**src/rtl/uart_pkg.sv**
```systemverilog
// rtl/uart_pkg.sv - shared UART state encodings and default line parameters
package uart_pkg;

  typedef enum logic [2:0] {
    IDLE      = 3'd0,
    START     = 3'd1,
    DATA      = 3'd2,
    STOP      = 3'd3,
    WAIT_HIGH = 3'd4
  } uart_state_e;

  localparam int DEFAULT_BAUD_RATE  = 115_200;
  localparam int DEFAULT_OVERSAMPLE = 16;

endpackage

```
**src/rtl/uart_os_tick.sv**
```systemverilog
// rtl/uart_os_tick.sv - oversample tick divider with phase-restart clear
module uart_os_tick #(
  parameter int DIV = 10
) (
  input  logic clk,
  input  logic rst,
  input  logic clear,
  output logic tick
);

  localparam int CNT_W = (DIV > 1) ? $clog2(DIV) : 1;

  logic [CNT_W-1:0] tick_cnt;

  assign tick = !clear && (tick_cnt == CNT_W'(DIV - 1));

  always_ff @(posedge clk or posedge rst) begin
    if (rst) begin
      tick_cnt <= '0;
    end else if (clear || tick) begin
      tick_cnt <= '0;
    end else begin
      tick_cnt <= tick_cnt + 1'b1;
    end
  end

endmodule

```
**src/rtl/uart_receiver.sv**
```systemverilog
// rtl/uart_receiver.sv - oversampling UART receiver, LSB-first, one-cycle valid/error strobes
module uart_receiver
  import uart_pkg::*;
#(
  parameter int CLK_FREQ   = 100_000_000,
  parameter int BAUD_RATE  = DEFAULT_BAUD_RATE,
  parameter int OVERSAMPLE = DEFAULT_OVERSAMPLE,
  parameter int DATA_BITS  = 8
) (
  input  logic                 clk,
  input  logic                 rst,
  input  logic                 rx,
  output logic [DATA_BITS-1:0] rx_data,
  output logic                 rx_valid,
  output logic                 frame_err,
  output logic                 busy
);

  localparam int DIV   = CLK_FREQ / (BAUD_RATE * OVERSAMPLE);
  localparam int OS_W  = $clog2(OVERSAMPLE);
  localparam int BIT_W = $clog2(DATA_BITS + 1);

  if (DIV < 2) begin : g_div_check
    $error("uart_receiver: CLK_FREQ/(BAUD_RATE*OVERSAMPLE) must be >= 2");
  end
  if ((OVERSAMPLE < 8) || (OVERSAMPLE % 2 != 0)) begin : g_os_check
    $error("uart_receiver: OVERSAMPLE must be even and >= 8");
  end
  if ((DATA_BITS < 5) || (DATA_BITS > 9)) begin : g_bits_check
    $error("uart_receiver: DATA_BITS must be 5..9");
  end

  logic                 rx_meta, rx_s;
  uart_state_e          state, next_state;
  logic                 tick, tick_clear;
  logic [OS_W-1:0]      os_cnt;
  logic [BIT_W-1:0]     bit_cnt;
  logic [DATA_BITS-1:0] shift;
  logic                 os_mid, os_last;
  logic                 sample, valid_d, err_d;

  always_ff @(posedge clk or posedge rst) begin
    if (rst) begin
      rx_meta <= 1'b1;
      rx_s    <= 1'b1;
    end else begin
      rx_meta <= rx;
      rx_s    <= rx_meta;
    end
  end

  // Phase is held in IDLE/WAIT_HIGH so the first tick lands DIV clks after the start edge.
  assign tick_clear = (state == IDLE) || (state == WAIT_HIGH);

  uart_os_tick #(.DIV(DIV)) u_os_tick (
    .clk   (clk),
    .rst   (rst),
    .clear (tick_clear),
    .tick  (tick)
  );

  assign os_mid  = tick && (os_cnt == OS_W'(OVERSAMPLE / 2 - 1));
  assign os_last = tick && (os_cnt == OS_W'(OVERSAMPLE - 1));
  assign busy    = (state != IDLE);

  always_ff @(posedge clk or posedge rst) begin
    if (rst) begin
      state <= IDLE;
    end else begin
      state <= next_state;
    end
  end

  always_comb begin
    next_state = state;
    sample     = 1'b0;
    valid_d    = 1'b0;
    err_d      = 1'b0;
    case (state)
      IDLE: begin
        if (!rx_s) next_state = START;
      end
      START: begin
        if (os_mid) next_state = rx_s ? IDLE : DATA;
      end
      DATA: begin
        if (os_last) begin
          sample = 1'b1;
          if (bit_cnt == BIT_W'(DATA_BITS - 1)) next_state = STOP;
        end
      end
      STOP: begin
        if (os_last) begin
          if (rx_s) begin
            valid_d    = 1'b1;
            next_state = IDLE;
          end else begin
            err_d      = 1'b1;
            next_state = WAIT_HIGH;
          end
        end
      end
      WAIT_HIGH: begin
        if (rx_s) next_state = IDLE;
      end
      default: next_state = IDLE;
    endcase
  end

  always_ff @(posedge clk or posedge rst) begin
    if (rst) begin
      os_cnt    <= '0;
      bit_cnt   <= '0;
      shift     <= '0;
      rx_data   <= '0;
      rx_valid  <= 1'b0;
      frame_err <= 1'b0;
    end else begin
      if (next_state != state) begin
        os_cnt <= '0;
      end else if (tick) begin
        os_cnt <= os_last ? '0 : os_cnt + 1'b1;
      end

      if (state != DATA) begin
        bit_cnt <= '0;
      end else if (sample) begin
        bit_cnt <= bit_cnt + 1'b1;
      end

      // Line order is LSB first, so each new bit enters at the top and drifts down.
      if (sample) shift <= {rx_s, shift[DATA_BITS-1:1]};
      if (valid_d) rx_data <= shift;

      rx_valid  <= valid_d;
      frame_err <= err_d;
    end
  end

endmodule

```
**config.mk**
```make
export PLATFORM = sky130hd
export DESIGN_NAME = uart_receiver
export DESIGN_NICKNAME = d
export VERILOG_FILES = /design/src/rtl/uart_pkg.sv /design/src/rtl/uart_os_tick.sv /design/src/rtl/uart_receiver.sv
export SDC_FILE = /design/constraint.sdc
export NUM_CORES = 1
export LEC_CHECK = 0
export CAP_MARGIN = 20
export CELL_PAD_IN_SITES_DETAIL_PLACEMENT = 0
export CELL_PAD_IN_SITES_GLOBAL_PLACEMENT = 1
export CORE_MARGIN = 1
export CORE_UTILIZATION = 46
export CTS_CLUSTER_SIZE = 10
export DETAILED_ROUTE_END_ITERATION = 7
export GPL_TIMING_DRIVEN = 0
export PLACE_DENSITY_LB_ADDON = 0.1
export SLEW_MARGIN = 5
export SYNTH_ARGS = -nofsm -noshare
export SYNTH_HDL_FRONTEND = slang
export SYNTH_SLANG_ARGS = --single-unit
```
**constraint.sdc**
```tcl
create_clock -name clk -period 2.2 [get_ports clk]
set_input_delay 0.44 -clock clk [delete_from_list [all_inputs] [get_ports clk]]
set_output_delay 0.44 -clock clk [all_outputs]
set_load 0.01 [all_outputs]
```
# After elaboration in Yosys (flattened, before gate mapping)
# Cells that the tools add are included.
[word_totals] regBits=37 input_bits=3 out_inout_bits=11 elab_cells=56
[classes] n_addsub=3 n_eq_ne=10 mux=23 n_reduce_logical=10
[op_table] cell="3-bit two-way mux" n=7
[op_table] cell="4-bit two-way mux" n=5
[op_table] cell="3-bit case mux with 5 select lines" n=1
[op_table] cell="4-bit by 1-bit adder with 4-bit output, second input constant" n=2
[op_table] cell="4-bit by 3-bit equality test with 1-bit output, second input constant" n=2
[op_table] cell="1-bit two-way mux" n=8
[op_table] cell="6-bit by 1-bit adder with 6-bit output, second input constant" n=1
[op_table] cell="3-bit by 2-bit equality test with 1-bit output, second input constant" n=2
[op_table] cell="6-bit equality test, second input constant" n=1
[op_table] cell="6-bit two-way mux" n=1
[op_table] cell="4-bit equality test, second input constant" n=1
[op_table] cell="2-bit nonzero test" n=2
[op_table] cell="3-bit by 1-bit equality test with 1-bit output, second input constant" n=1
[op_table] cell="3-bit equality test, second input constant" n=1
[op_table] cell="1-bit logical AND" n=3
[op_table] cell="3-bit zero test" n=1
[op_table] cell="3-bit by 2-bit inequality test with 1-bit output, second input constant" n=1
[op_table] cell="3-bit inequality test" n=1
[op_table] cell="3-bit nonzero test" n=1
[op_table] cell="1-bit logical OR" n=2
[op_table] cell="2-bit two-way mux" n=1
[op_table] cell="1-bit zero test" n=1

# Depth between registers and ports, before layout
[depth] word_depth=9 ltp_mapped=7 mapped_depth_nobuf=6

# Cells and area by module
# A second synthesis with hierarchy kept.
[hier_totals] cells_unflattened=134 hier_area_um2=1666.6
[by_module_without_submodules] module="uart_receiver" instances=1 cells_per_inst=106 area_each_um2=1371.3 seq_area_each_um2=778.2
[by_module_without_submodules] module="uart_os_tick" instances=1 cells_per_inst=28 area_each_um2=295.3 seq_area_each_um2=150.1

# Worst setup path before layout
# OpenSTA, ideal clock, no wires.
[synth_path] path_kind="reg2reg" start="reg u_os_tick.tick_cnt[1]" end="reg shift[0]" setup_ns=0.125 arrival_ns=1.580 setup_slack_ns=0.496 path_stages_with_launch=8 path_buffers=1 synth_period_minus_slack_ns=1.704 path_cell_list="dfrtp_1 > inv_1 > ha_1 > and4b_1 > buf_6 > nand4_4 > nor2_4 > mux2_2"
[synth_between] elab_chain_cells=5
[synth_lines] element="start, declared" line_no="uart_os_tick.sv:13" source="logic [CNT_W-1:0] tick_cnt;"
[synth_lines] element="start signal, assigned" line_no="uart_os_tick.sv:23" source="tick_cnt <= tick_cnt + 1'b1;"
[synth_lines] element="6-bit equality test" line_no="uart_os_tick.sv:15" source="assign tick = !clear && (tick_cnt == CNT_W'(DIV - 1));"
[synth_lines] element="1-bit logical AND" line_no="uart_os_tick.sv:15"
[synth_lines] element="1-bit logical AND" line_no="uart_receiver.sv:63" source="assign os_last = tick && (os_cnt == OS_W'(OVERSAMPLE - 1));"
[synth_lines] element="1-bit two-way mux" line_no="uart_receiver.sv:87" source="if (os_last) begin"
[synth_lines] element="1-bit two-way mux" line_no="uart_receiver.sv:79" source="case (state)"
[synth_lines] element="end signal, assigned" line_no="uart_receiver.sv:132" source="if (sample) shift <= {rx_s, shift[DATA_BITS-1:1]};"
[synth_lines] element="end, declared" line_no="uart_receiver.sv:38" source="logic [DATA_BITS-1:0] shift;"
# No other way between the ends.
# A chain may end at the register's enable or synchronous reset.

# Final worst setup path
[layout_path] start="reg os_cnt[0]" end="reg shift[7]"
[layout_between] elab_chain_cells=4
[layout_lines] element="start, declared" line_no="uart_receiver.sv:36" source="logic [OS_W-1:0] os_cnt;"
[layout_lines] element="start signal, assigned" line_no="uart_receiver.sv:122" source="os_cnt <= os_last ? '0 : os_cnt + 1'b1;"
[layout_lines] element="4-bit equality test" line_no="uart_receiver.sv:63"
[layout_lines] element="1-bit logical AND" line_no="uart_receiver.sv:63"
[layout_lines] element="1-bit two-way mux" line_no="uart_receiver.sv:87"
[layout_lines] element="1-bit two-way mux" line_no="uart_receiver.sv:79"
# No other way between the ends.

==> out/qor.csv <==
stage,metric,value,unit
floorplanning,Die Y,64.5,um
synthesis,"FF+latch count, synth",37,
cts,postcts setup bufs,0,
setup_path,Crit path largest cell delay,410,ps
layout,nets,182,
layout,layout cells sized above 1,22.7,%
cts,Sink Count,37,
drt,DRC Markers,0,
drt,WL met3,106,um
drt,final WL,2990,um
grt,Total GRT Usage,17.2,%
setup_path,reg2reg start,os_cnt[0],
synthesis,Syn Nets,163,
hold_path,HP Class,flop to flop,
drt,metal2 WL,1390,um
grt,first-pass GRT wire length,5390,um
drt,DRT Pass-1 Iters,4,
cts,clock buffer depth,2,
hold_path,Hold Crit Start,rx_meta,
floorplanning,io pins,14,
pwr,PD cells,618,mW/mm^2
synthesis,synth cell count leaders,"dfrtp_1 (35), mux2_2 (15), nor2_1 (14), nand2_1 (7), o21ai_0 (7)",
timing,Clock Skew,2.36,ps
synthesis,largest cells by area after synthesis,"dfrtp_1 (49%), mux2_2 (9.4%), dfstp_2 (2.9%)",
floorplanning,die width,64.5,um
synthesis,"count leader, synth",dfrtp_1,
layout,# diodes,0,
cts,TritonCTS Buffers,5,
setup_path,Crit Path Max Fanout,8,
timing,worst setup margin,297,ps
synthesis,most common flop cell mapped by yosys,dfrtp_1,
cts,"Reg clk slew, reported paths",70,ps
cts,Clock Latency Late Sink,280,ps
timing,worst rel slew slack,50.6,%
drt,Vias per Instance,5.28,
pwr,VDD IR max,440,uV
timing,fmax,0.526,GHz
timing,Total Neg Setup Slack,0,ps
layout,synth-to-layout area growth,17.0,%
synthesis,YS warnings,0,
synthesis,Netlist Area Pre-Place,0.00180,mm^2
synthesis,Async SR Flop Fraction,100,%
setup_path,CP Data Required Time,2370,ps
drt,Top Metal Used,met4,
timing,Final period util,86.5,%
drt,drt first-iter violations,78,
place,Final GP Congestion,0.825,
cts,CTS tree,done,
drt,Post-Route M1 WL,1450,um
setup_path,Reg2Reg Setup Slack,300,ps
setup_path,Setup crit start,os_cnt[0],
timing,Final min period,1900,ps
synthesis,Post-Syn Area per Cell,11.5,um^2
timing,RSZ-0062 raised after global routing,false,
grt,largest net degree at the start of global routing,38,
synthesis,Yosys top cell area share,48.7,%
setup_path,crit path DAT,2070,ps
outcome,status,"complete, no violations",
grt,initial antenna violation count,0,
pwr,Leakage,0.000939,uW
floorplanning,Core Rows,22,
setup_path,critical path's slowest cell,dfrtp_1,
drt,drt wl/cell,13.4,um
setup_path,CP endpoint kind,flop,
setup_path,CP Cell Sequence,ha_1 > and3_1 > buf_6 > nand4_4 > nor2_4 > mux2_2,
place,detailed placer's ending HPWL,2110,um
timing,Worst-Margin Slew,739,ps
place,Place WS,290,ps
timing,final hold violation count,0,
grt,number of global-route vias before repair,1124,
setup_path,Top Family by Delay on Critical Path,simple AND/OR/NAND/NOR gates,
timing,fin. max-slew vios,0,
setup_path,Buf/Inv on CP,1,
synthesis,Post-synth EDFFs,0,
floorplanning,DIE AREA,0.00416,mm^2
drt,Post-DRT Antenna Nets,0,
synthesis,Synth cell types,41,
drt,Vias,1183,
grt,total gr overflow,0,
synthesis,post-synth top area cell,dfrtp_1,
run,# Max-Cap Violations,0,
floorplanning,core footprint,0.00372,mm^2
timing,Setup-failing EPs final,0,
floorplanning,Initial Util,48.4,%
cts,Root Buffer,clkbuf_8,
synthesis,sequential-to-total area share from yosys stat,51.6,%
place,Buffers on Ports,13,
cts,htree depth,2,
synthesis,Post-Synthesis Cells,156,
setup_path,CP startpoint kind,flop,
setup_path,crit path kind,flop to flop,
[cell families after synthesis]
kind of cell	share of synthesized area, %
flops	51.6
compound gates	7.24
fa+ha+maj	2.78
buf+inv	4.73
mux	11.1
simple gates	19.1
xor+xnor	3.41
[registers in the layout (all words and copies together) (netlist names)]
| register | cells |
|---|---|
| os_cnt | 4 |
| shift | 8 |
| rx_s | 1 |
| u_os_tick.tick_cnt | 6 |
| rx_valid | 1 |
| bit_cnt | 4 |
| frame_err | 1 |
| rx_meta | 1 |
| rx_data | 8 |
| state | 3 |
[final timing paths]
check / end / depth (start not counted)
worst max-delay path: shift[7] / 6
worst min-delay path: rx_s / 0
worst max register to register: shift[7] / 6
worst min register to register: rx_s / 0
max in group asynchronous: rx_data[1] / 2
min in group asynchronous: u_os_tick.tick_cnt[3] / 2
[stage by stage]
stage                     instances  utilization (%)  power, uW  hold WS (ps)  cell area, um^2
after floorplan                 156                -        711           345             1800
after global placement          217             53.5        719           347             1990
after detailed placement        217             53.5        719           349             1990
after CTS                       224             56.5       1330           359             2100
after global routing            224             56.6       1350           362             2100
final                           224             56.6       1300           358             2100
[repair_timing]
action,in CTS,in global routing
hold buffers,0,0
pin swaps,0,0
resized for setup,0,1
setup endpoints to repair,1,1
[per-layer routing]
metal  vias to the layer above  GRT usage [%]
li1                        589              -
met1                       572           22.7
met2                        18           25.5
met3                         4           5.63
met4                         0           8.06
met5                         -              0
[where the power goes]
group / internal (uW) / total (uW) / switching [uW]
Clock: 369 / 594 / 225
Combinational: 4.51 / 21.0 / 16.4
Sequential: 683 / 684 / 0.796
Total: 1060 / 1300 / 242
[layout make-up]
class,count,area [um^2]
multi-input cells,106,785
fillers,334,1610
repair buffers,13,133
inverters,4,15.0
flip-flops and latches,37,928
plain buffers,8,66.3
clock inverters,1,30.0
well taps,48,60.1
clock buffers,7,86.3
[worst reg2reg max path, delay by kind of cell, from the launching register on]
family | cells | cell delay, ps
AND/OR/NAND/NOR | 3 | 650
flip-flops | 1 | 410
multiplexers | 1 | 370
adder cells (fa/ha/maj) | 1 | 230
buffers and inverters | 1 | 130
[placed cells by master, fill, tap and decap left out, drive strengths merged, types with 2 or more instances in the layout]
cell,n
a211oi,4
nand2,7
xor2,4
mux2,16
inv,4
xnor2,3
nand4,6
a21oi,6
and2,3
nand2b,2
dfrtp,35
mux2i,2
clkdlybuf4s50,12
nand3,5
buf,6
o21ai,7
clkbuf,9
nor2,15
nor3,4
dfstp,2
ha,4
or3,6
Power figures use the tool's default switching activity.
